==> src/rtl/sonar_scan_if.sv <==
// Pin/result bundle between sonar_scan_ctrl and its sensors, calculator and consumers.
// The near[] flags exist only when SONAR_NEAR_ALARM_EN is defined.
interface sonar_scan_if #(
  parameter int unsigned N_SENSORS = 3
) ();
  localparam int unsigned DIST_W = 14;
  localparam int unsigned TIME_W = 16;

  logic                          run;
  logic [N_SENSORS-1:0]          echo;
  logic [N_SENSORS-1:0]          trig;
  logic [TIME_W-1:0]             calc_time;
  logic [DIST_W-1:0]             calc_dis;
  logic [DIST_W*N_SENSORS-1:0]   dist_flat;
  logic [N_SENSORS-1:0]          dist_valid;
  logic [N_SENSORS-1:0]          timeout;
  logic                          busy;
`ifdef SONAR_NEAR_ALARM_EN
  logic [N_SENSORS-1:0]          near;
`endif

  modport master (
    input  run, echo, calc_dis,
    output trig, calc_time, dist_flat, dist_valid, timeout, busy
`ifdef SONAR_NEAR_ALARM_EN
    , output near
`endif
  );

  modport slave (
    output run, echo, calc_dis,
    input  trig, calc_time, dist_flat, dist_valid, timeout, busy
`ifdef SONAR_NEAR_ALARM_EN
    , input near
`endif
  );
endinterface

==> src/rtl/sonar_scan_ctrl.sv <==
// Round-robin trigger/echo timer for N ultrasonic rangers sharing one echo-to-distance
// calculator. Define SONAR_NEAR_ALARM_EN to add registered per-sensor near-obstacle flags.
module sonar_scan_ctrl #(
  parameter int unsigned N_SENSORS       = 3,
  parameter int unsigned CLK_PER_US      = 100,
  parameter int unsigned TRIG_US         = 10,
  parameter int unsigned ECHO_TIMEOUT_US = 30000,
  parameter int unsigned GAP_US          = 20000,
  parameter int unsigned MULT_LAT        = 3
`ifdef SONAR_NEAR_ALARM_EN
  , parameter int unsigned NEAR_MM       = 300
`endif
) (
  input logic          CLK,
  input logic          RST,
  sonar_scan_if.master bus
);
  localparam int unsigned DIST_W   = 14;
  localparam int unsigned TIME_W   = 16;
  localparam int unsigned SEL_W    = (N_SENSORS > 1) ? $clog2(N_SENSORS) : 1;
  localparam int unsigned PSC_W    = (CLK_PER_US > 1) ? $clog2(CLK_PER_US) : 1;
  localparam int unsigned US_MAX_A = (TRIG_US > GAP_US) ? TRIG_US : GAP_US;
  localparam int unsigned US_MAX   = (US_MAX_A > ECHO_TIMEOUT_US) ? US_MAX_A : ECHO_TIMEOUT_US;
  localparam int unsigned US_W     = $clog2(US_MAX + 1);
  localparam int unsigned LAT_W    = $clog2(MULT_LAT + 1) + 1;

  localparam logic [PSC_W-1:0] PSC_LAST  = PSC_W'(CLK_PER_US - 1);
  localparam logic [US_W-1:0]  TRIG_LAST = US_W'(TRIG_US - 1);
  localparam logic [US_W-1:0]  TMO_LAST  = US_W'(ECHO_TIMEOUT_US - 1);
  localparam logic [US_W-1:0]  GAP_LAST  = US_W'(GAP_US - 1);
  localparam logic [LAT_W-1:0] LAT_LAST  = LAT_W'(MULT_LAT);
  localparam logic [SEL_W-1:0] SEL_LAST  = SEL_W'(N_SENSORS - 1);

  typedef enum logic [2:0] {
    S_IDLE, S_TRIG, S_WAIT_RISE, S_MEASURE, S_CALC, S_TMO, S_GAP
  } state_e;

  state_e                      state_q, state_d;
  logic [SEL_W-1:0]            sel_q, sel_d;
  logic [PSC_W-1:0]            psc_q;
  logic [US_W-1:0]             us_q;
  logic [LAT_W-1:0]            lat_q;
  logic [N_SENSORS-1:0]        echo_s1_q, echo_s2_q;
  logic [N_SENSORS-1:0]        trig_q, trig_d;
  logic                        busy_q, busy_d;
  logic [TIME_W-1:0]           calc_time_q;
  logic [DIST_W*N_SENSORS-1:0] dist_flat_q;
  logic [N_SENSORS-1:0]        dist_valid_q;
  logic [N_SENSORS-1:0]        timeout_q;

  logic                        tick_c;
  logic                        echo_sel_c;
  logic [N_SENSORS-1:0]        sel_oh_c;
  logic                        ld_time_c;
  logic                        store_c;
  logic                        store_tmo_c;

  assign tick_c     = (psc_q == PSC_LAST);
  assign echo_sel_c = echo_s2_q[sel_q];
  assign sel_oh_c   = N_SENSORS'(1) << sel_q;

  // Two-flop synchroniser; raw echo pins are asynchronous to CLK
  always_ff @(posedge CLK or negedge RST) begin
    if (!RST) begin
      echo_s1_q <= '0;
      echo_s2_q <= '0;
    end else begin
      echo_s1_q <= bus.echo;
      echo_s2_q <= echo_s1_q;
    end
  end

  always_ff @(posedge CLK or negedge RST) begin
    if (!RST) begin
      state_q <= S_IDLE;
      sel_q   <= '0;
    end else begin
      state_q <= state_d;
      sel_q   <= sel_d;
    end
  end

  always_comb begin
    state_d     = state_q;
    sel_d       = sel_q;
    ld_time_c   = 1'b0;
    store_c     = 1'b0;
    store_tmo_c = 1'b0;
    case (state_q)
      S_IDLE:      if (bus.run) state_d = S_TRIG;
      S_TRIG:      if (tick_c && (us_q == TRIG_LAST)) state_d = S_WAIT_RISE;
      // A level check doubles as rise detection: echo already high at entry counts as a rise
      S_WAIT_RISE: begin
        if (echo_sel_c)                          state_d = S_MEASURE;
        else if (tick_c && (us_q == TMO_LAST))   state_d = S_TMO;
      end
      S_MEASURE: begin
        if (!echo_sel_c) begin
          state_d   = S_CALC;
          ld_time_c = 1'b1;
        end else if (tick_c && (us_q == TMO_LAST)) begin
          state_d   = S_TMO;
        end
      end
      S_CALC: begin
        if (lat_q == LAT_LAST) begin
          state_d = S_GAP;
          store_c = 1'b1;
        end
      end
      S_TMO: begin
        state_d     = S_GAP;
        store_c     = 1'b1;
        store_tmo_c = 1'b1;
      end
      S_GAP: begin
        if (tick_c && (us_q == GAP_LAST)) begin
          sel_d   = (sel_q == SEL_LAST) ? '0 : sel_q + 1'b1;
          state_d = bus.run ? S_TRIG : S_IDLE;
        end
      end
      default: state_d = S_IDLE;
    endcase
    trig_d = (state_d == S_TRIG) ? (N_SENSORS'(1) << sel_d) : '0;
    busy_d = (state_d != S_IDLE);
  end

  // Timebase restarts on every state change so each phase length is cycle-exact
  always_ff @(posedge CLK or negedge RST) begin
    if (!RST) begin
      psc_q <= '0;
      us_q  <= '0;
      lat_q <= '0;
    end else if (state_d != state_q) begin
      psc_q <= '0;
      us_q  <= '0;
      lat_q <= '0;
    end else begin
      psc_q <= tick_c ? '0 : psc_q + 1'b1;
      if (tick_c)             us_q  <= us_q + 1'b1;
      if (state_q == S_CALC)  lat_q <= lat_q + 1'b1;
    end
  end

  always_ff @(posedge CLK or negedge RST) begin
    if (!RST) begin
      trig_q       <= '0;
      busy_q       <= 1'b0;
      calc_time_q  <= '0;
      dist_flat_q  <= '0;
      dist_valid_q <= '0;
      timeout_q    <= '0;
    end else begin
      trig_q       <= trig_d;
      busy_q       <= busy_d;
      dist_valid_q <= store_c ? sel_oh_c : '0;
      if (ld_time_c) calc_time_q <= TIME_W'(us_q);
      if (store_c) begin
        dist_flat_q[int'(sel_q)*DIST_W +: DIST_W] <= store_tmo_c ? {DIST_W{1'b1}} : bus.calc_dis;
        timeout_q[sel_q] <= store_tmo_c;
      end
    end
  end

`ifdef SONAR_NEAR_ALARM_EN
  logic [N_SENSORS-1:0] near_q;

  always_ff @(posedge CLK or negedge RST) begin
    if (!RST) begin
      near_q <= '0;
    end else if (store_c) begin
      near_q[sel_q] <= !store_tmo_c && (bus.calc_dis < DIST_W'(NEAR_MM));
    end
  end

  assign bus.near = near_q;
`endif

  assign bus.trig       = trig_q;
  assign bus.busy       = busy_q;
  assign bus.calc_time  = calc_time_q;
  assign bus.dist_flat  = dist_flat_q;
  assign bus.dist_valid = dist_valid_q;
  assign bus.timeout    = timeout_q;

endmodule

==> src/flat_wrapper.sv <==
// flat-port wrapper written by rule: the top's interface ports become plain ports
module sonar_scan_ctrl_flat 
#(
  parameter int unsigned N_SENSORS       = 3,
  parameter int unsigned CLK_PER_US      = 100,
  parameter int unsigned TRIG_US         = 10,
  parameter int unsigned ECHO_TIMEOUT_US = 30000,
  parameter int unsigned GAP_US          = 20000,
  parameter int unsigned MULT_LAT        = 3

)
  (CLK, RST, bus_run, bus_echo, bus_calc_dis, bus_trig, bus_calc_time, bus_dist_flat, bus_dist_valid, bus_timeout, bus_busy);
  sonar_scan_if #(.N_SENSORS(N_SENSORS)) bus_i ();
  input logic CLK;
  input logic RST;
  input wire logic [$bits(bus_i.run)-1:0] bus_run;
  input wire logic [$bits(bus_i.echo)-1:0] bus_echo;
  input wire logic [$bits(bus_i.calc_dis)-1:0] bus_calc_dis;
  output wire logic [$bits(bus_i.trig)-1:0] bus_trig;
  output wire logic [$bits(bus_i.calc_time)-1:0] bus_calc_time;
  output wire logic [$bits(bus_i.dist_flat)-1:0] bus_dist_flat;
  output wire logic [$bits(bus_i.dist_valid)-1:0] bus_dist_valid;
  output wire logic [$bits(bus_i.timeout)-1:0] bus_timeout;
  output wire logic [$bits(bus_i.busy)-1:0] bus_busy;
  assign bus_i.run = bus_run;
  assign bus_i.echo = bus_echo;
  assign bus_i.calc_dis = bus_calc_dis;
  assign bus_trig = bus_i.trig;
  assign bus_calc_time = bus_i.calc_time;
  assign bus_dist_flat = bus_i.dist_flat;
  assign bus_dist_valid = bus_i.dist_valid;
  assign bus_timeout = bus_i.timeout;
  assign bus_busy = bus_i.busy;
  sonar_scan_ctrl #(.N_SENSORS(N_SENSORS), .CLK_PER_US(CLK_PER_US), .TRIG_US(TRIG_US), .ECHO_TIMEOUT_US(ECHO_TIMEOUT_US), .GAP_US(GAP_US), .MULT_LAT(MULT_LAT)) u_core (.CLK(CLK), .RST(RST), .bus(bus_i));
endmodule
==> config.mk <==
export PLATFORM = sky130hd
export DESIGN_NAME = sonar_scan_ctrl_flat
export DESIGN_NICKNAME = d
export VERILOG_FILES = /design/src/rtl/sonar_scan_if.sv /design/src/rtl/sonar_scan_ctrl.sv /design/src/flat_wrapper.sv
export SDC_FILE = /design/constraint.sdc
export NUM_CORES = 1
export LEC_CHECK = 0
export CORE_MARGIN = 3
export CORE_UTILIZATION = 35
export CTS_CLUSTER_DIAMETER = 40
export CTS_CLUSTER_SIZE = 25
export DETAILED_ROUTE_END_ITERATION = 8
export HOLD_SLACK_MARGIN = 0.12
export SLEW_MARGIN = 20
export SYNTH_ARGS = -nofsm -noshare
export SYNTH_HDL_FRONTEND = slang
export SYNTH_SLANG_ARGS = --single-unit
export TNS_END_PERCENT = 50
==> constraint.sdc <==
create_clock -name CLK -period 3.4 [get_ports CLK]
set_clock_uncertainty 0.15 [all_clocks]
set_input_delay 0.68 -clock CLK [delete_from_list [all_inputs] [get_ports CLK]]
set_output_delay 0.68 -clock CLK [all_outputs]
set_load 0.02 [all_outputs]
-- Word-level counts from Yosys, hierarchy flattened
Index checks and enable logic that the tools add are counted.
- $lt $le $gt $ge: 2
- $add $sub $neg: 5
- shift operators: 4
- equal/unequal tests: 14
- reduce and logical (&&, ||, !) cells: 8
- mux-type cells: 32
- multipliers: 1
- operators with widths (kind ; number):
    bitwise mux 42 bit ; 1
    variable shift 14 x 34 -> 42 bit (first input constant) ; 1
    variable part select 14 x 34 -> 42 bit ; 1
    negator 6 -> 34 bit ; 1
    2-to-1 mux 3 bit ; 11
    equality test 15 bit (second input constant) ; 2
    2-to-1 mux 15 bit ; 2
    case mux 3 bit (7 select lines) ; 1
    adder 15 x 1 -> 15 bit (second input constant) ; 1
    equality test 15 x 4 -> 1 bit (second input constant) ; 1
    2-to-1 mux 14 bit ; 1
    2-to-1 mux 7 bit ; 2
    equality test 3 x 2 -> 1 bit (second input constant) ; 3
    equality test 3 bit (second input constant) ; 3
    adder 7 x 1 -> 7 bit (second input constant) ; 1
    equality test 7 bit (second input constant) ; 1
    2-to-1 mux 1 bit ; 7
    equality test 3 x 1 -> 1 bit (second input constant) ; 2
    2-to-1 mux 2 bit ; 3
    left shift 1 x 2 -> 3 bit (first input constant) ; 2
    multiplier 2 x 3 -> 5 bit (second input constant) ; 1
    logical AND 1 bit ; 4
    nonzero test 2 bit ; 2
    adder 3 x 1 -> 3 bit (second input constant) ; 1
    other kinds (11) ; 11
- logic and storage cells: 79
- output and inout bits: 68
- bits of input ports: 20
- register bits after elaboration: 103

-- Logic depth before layout (Yosys ltp)
- depth after elaboration: 7
- gate-level depth with buffers: 11
- gate-level depth less buffers: 7

-- Worst setup path before layout
No wires, ideal clock.
- path type: register -> register
- start point: reg u_core.sel_q[0]
- end point: reg u_core.dist_flat_q[10] (netlist: u_core.bus.dist_flat[10])
- stages on the path, launching flop included: 10
- library setup time: 0.083 ns
- period minus slack after synthesis: 3.035 ns
- arrival time: 2.803 ns
- setup slack: 0.365 ns
- cell sequence: dfrtp_1 > buf_2 > buf_1 > inv_1 > ha_1 > clkbuf_1 > or4b_2 > clkbuf_1 > nand2b_1 > o21ai_0
- word-level cells in the longest chain between the ends: 4
- elaborated cells between the ends (all ways): 5
- those cells by class: add/sub (1); mul (1); shift (2); mux (1)
- ends and longest elaborated chain (element ; line ; RTL):
    from (decl) ; sonar_scan_ctrl.sv:39 ; logic [SEL_W-1:0] sel_q, sel_d;
    from (signal assigned) ; sonar_scan_ctrl.sv:79 ; sel_q <= sel_d;
    multiplier 2 x 3 -> 5 bit (*) ; sonar_scan_ctrl.sv:159 ; dist_flat_q[int'(sel_q)*DIST_W +: DIST_W] <= store_tmo_c ? {DIST_W{1'b1}} : bus.calc_dis;
    negator 6 -> 34 bit (*) ; sonar_scan_ctrl.sv:159 ;
    variable part select 14 x 34 -> 42 bit or variable shift 14 x 34 -> 42 bit (tied branches) ; sonar_scan_ctrl.sv:159 ;
    bitwise mux 42 bit (*) ; sonar_scan_ctrl.sv:159 ;
    to (signal, indexed assignment) ; sonar_scan_ctrl.sv:159 ;
    to (decl) ; sonar_scan_ctrl.sv:47 ; logic [DIST_W*N_SENSORS-1:0] dist_flat_q;
Mark *: on every way between the ends. The rest lies on a longest branch, timed or not.
A chain may end at the register's enable or synchronous reset.

-- Worst setup path after layout
- start point: reg u_core.psc_q[2]
- end point: reg u_core.us_q[1]
- word-level cells in the longest chain between the ends: 7
- elaborated cells between the ends (all ways): 13
- those cells by class: eq/ne (2); mux (7); reduce/logical (4)
- ends and longest elaborated chain (element ; line ; RTL):
    from (decl) ; sonar_scan_ctrl.sv:40 ; logic [PSC_W-1:0] psc_q;
    from (signal assigned) ; sonar_scan_ctrl.sv:139 ; psc_q <= tick_c ? '0 : psc_q + 1'b1;
    equality test 7 bit (*) ; sonar_scan_ctrl.sv:58 ; assign tick_c = (psc_q == PSC_LAST);
    logical AND 1 bit ; sonar_scan_ctrl.sv:95, sonar_scan_ctrl.sv:101 ;
    2-to-1 mux 3 bit ; sonar_scan_ctrl.sv:95, sonar_scan_ctrl.sv:101 ;
    2-to-1 mux 3 bit, on equally long branches ; sonar_scan_ctrl.sv:98, sonar_scan_ctrl.sv:94 ;
    case mux 3 bit (7 select lines) ; sonar_scan_ctrl.sv:89 ; case (state_q)
    != test 3 bit ; sonar_scan_ctrl.sv:134 ; end else if (state_d != state_q) begin
    2-to-1 mux 15 bit or nonzero test 2 bit (tied branches) ; n/a ;
    to (signal assigned) ; sonar_scan_ctrl.sv:140 ; if (tick_c) us_q <= us_q + 1'b1;
    to (decl) ; sonar_scan_ctrl.sv:41 ; logic [US_W-1:0] us_q;
Marks and branches as above.

==> reports/qor.csv <==
metric,value,unit
place_congestion,0.876,
cp-end-kind,register,
report.final.slew_viol_count,0,
slowest_stage,or4b_1,
antenna_found_initial,0,
max_freq,323,MHz
synth_cell_types,70,
drt_iter0_drc,290,
cts_max_path_buffers,2,
rsz0062_at_grt,no,
fp.dieH,129,um
drc,0,
syn_inst,506,
crit_required,3460,ps
grt_max_degree,104,
max_stage_delay,710,ps
finalCriticalPeriod,3100,ps
wl_per_cell,17.1,um
postCtsSetupBuffers,0,
synth_area,5280,um^2
grt_pass1_vias,4180,
synth_edf_count,0,
seq_area_frac_synth,0.488,
drive_above_1_share,0.140,
core.rowCount,44,
grt_util_all_layers,0.166,
synthArstFlopShare,1.00,
final_cell_mix,"dfrtp_1, clkdlybuf4s50_1, nand2_1",
worstMarginPinSlew,825,ps
wirelength,13300,um
hold_viol_final,0,
die_x,129,um
slew_headroom,0.448,
clkSlewWorstSetupHoldPaths,70,ps
utilization,0.456,
initial_utilization,0.361,
ys_warn_count,0,
fin_tns_setup,0,ps
worstHoldPathType,reg -> reg,
setup_viol,0,
ys_top_cells_by_area,"dfrtp_1, nand2_1, o21ai_0",
worstSkewPairLatency,350,ps
worstPathArrival,3160,ps
grt_pass1_wl,21900,um
leakage,2.91,nW
dr.pass1.iters,5,
core-area,14600,um^2
peakVddDrop,0.000305,V
post-route-period-util,0.912,
netlist.area_leader.share,0.488,
overflow,0,
status,"complete, no violations",
synth-seq-cells,103,
final_common_cell,dfrtp_1,
critPathKind,reg -> reg,
maxCapViolations,0,
start_kind,register,
cts_hold_buffers,0,
critPathMaxFanout,14,
area_growth,26.6,%
synthesis.nets,537,
cts_tree,yes,
p_per_area,407,nW/um^2
port_buffers,86,
dieArea,16600,um^2
io_pins,88,
worstPathCellList,or4b_1 -> nor4_4 -> a21oi_1 -> o31ai_4 -> buf_4 -> a2111oi_0,
antenna_left,0,
avgSynthCellArea,10.4,um^2
root_buffer,clkbuf_16,
dpl.hpwl,9830,um
vias_per_cell,5.33,
vias,4128,
cts_buffers,9,
cts-resized-gates,0,
fin_nets,617,
synth_top_area_cell,dfrtp_1,
htreeDepth,3,
cts_num_sinks,103,
ys_dominant_reg_cell,dfrtp_1,
n_antenna_cell,0,
==> synth_stat cells (all sizes together) (11+ instances only) <==
master and number:
dfrtp 103, nand2 62, o21ai 42, nor3 26, a21oi 22, nor2 21, clkbuf 17, mux2i 17
mux2 16, inv 15, nand3 14, buf 13, xor2 13, ha 11
==> worst max-delay path: cells and delay by family (launching register included) <==
family | cells | cell delay, ps
buffers and inverters | 1 | 390
flip-flops | 1 | 430
AO/OA/AOI/OAI | 3 | 900
AND/OR/NAND/NOR | 2 | 1090
==> flip-flops by register name, indices dropped and copies added (netlist names) <==
register,cells
u_core.state_q,3
u_core.bus.busy,1
u_core.lat_q,3
u_core.bus.dist_flat,42
u_core.sel_q,2
u_core.echo_s1_q,3
u_core.echo_s2_q,3
u_core.bus.calc_time,15
u_core.psc_q,7
u_core.bus.dist_valid,3
u_core.bus.timeout,3
u_core.us_q,15
u_core.bus.trig,3
==> stage by stage <==
stage / setup slack (ps) / power [W] / cells / instance area [um^2] / hold slack, ps
6_report: 300 / 0.00272 / 775 / 6680 / 200
2_1_floorplan: 365 / 0.00142 / 506 / 5280 / 181
4_1_cts: 281 / 0.00276 / 775 / 6680 / 202
3_3_place_gp: 350 / 0.00150 / 759 / 6320 / 185
5_1_grt: 134 / 0.00283 / 775 / 6680 / 219
3_5_place_dp: 286 / 0.00151 / 759 / 6320 / 186
==> per-layer routing <==
metal / global-route usage / up-vias / share of wire
li1: - / 1961 / -
met4: 0.0537 / 0 / 0.019
met1: 0.217 / 2045 / 0.44
met5: 0 / - / 0
met2: 0.275 / 99 / 0.50
met3: 0.0336 / 23 / 0.046
==> layout make-up <==
| type | instances | area (um^2) |
|---|---|---|
| flip-flops and latches | 103 | 2580 |
| inverters | 15 | 56.3 |
| well taps | 184 | 230 |
| clock inverters | 6 | 133 |
| repair buffers | 99 | 968 |
| clock buffers | 10 | 229 |
| multi-input cells | 358 | 2490 |
| fillers | 1394 | 7960 |
==> final timing paths <==
path                                     startpoint                        to  slack [ps]  cells after the start
worst max-delay path                u_core.psc_q[2]            u_core.us_q[1]         300                      6
worst min-delay path            u_core.echo_s1_q[2]       u_core.echo_s2_q[2]         200                      0
worst max register to register      u_core.psc_q[2]            u_core.us_q[1]         300                      6
worst min register to register  u_core.echo_s1_q[2]       u_core.echo_s2_q[2]         200                      0
max in group asynchronous                       RST  u_core.bus.dist_flat[26]        2450                      2
min in group asynchronous                       RST  u_core.bus.dist_valid[0]         250                      2
==> power breakdown <==
group / total [W] / internal [W] / switching, W
logic: 0.000191 / 0.0000849 / 0.000106
clock network: 0.00124 / 0.000792 / 0.000443
registers: 0.00129 / 0.00126 / 0.0000335
==> cell families after synthesis <==
group | count (synthesis) | share of synthesized area
AO/OA/AOI/OAI | 113 | 0.142
XOR/XNOR | 22 | 0.0365
AND/OR/NAND/NOR | 177 | 0.198
flip-flops | 103 | 0.488
buffers and inverters | 45 | 0.0403
multiplexers | 33 | 0.0671
other | 1 | 0.000710
adder cells (fa/ha/maj) | 12 | 0.0280
(Power assumes the default switching activity.)
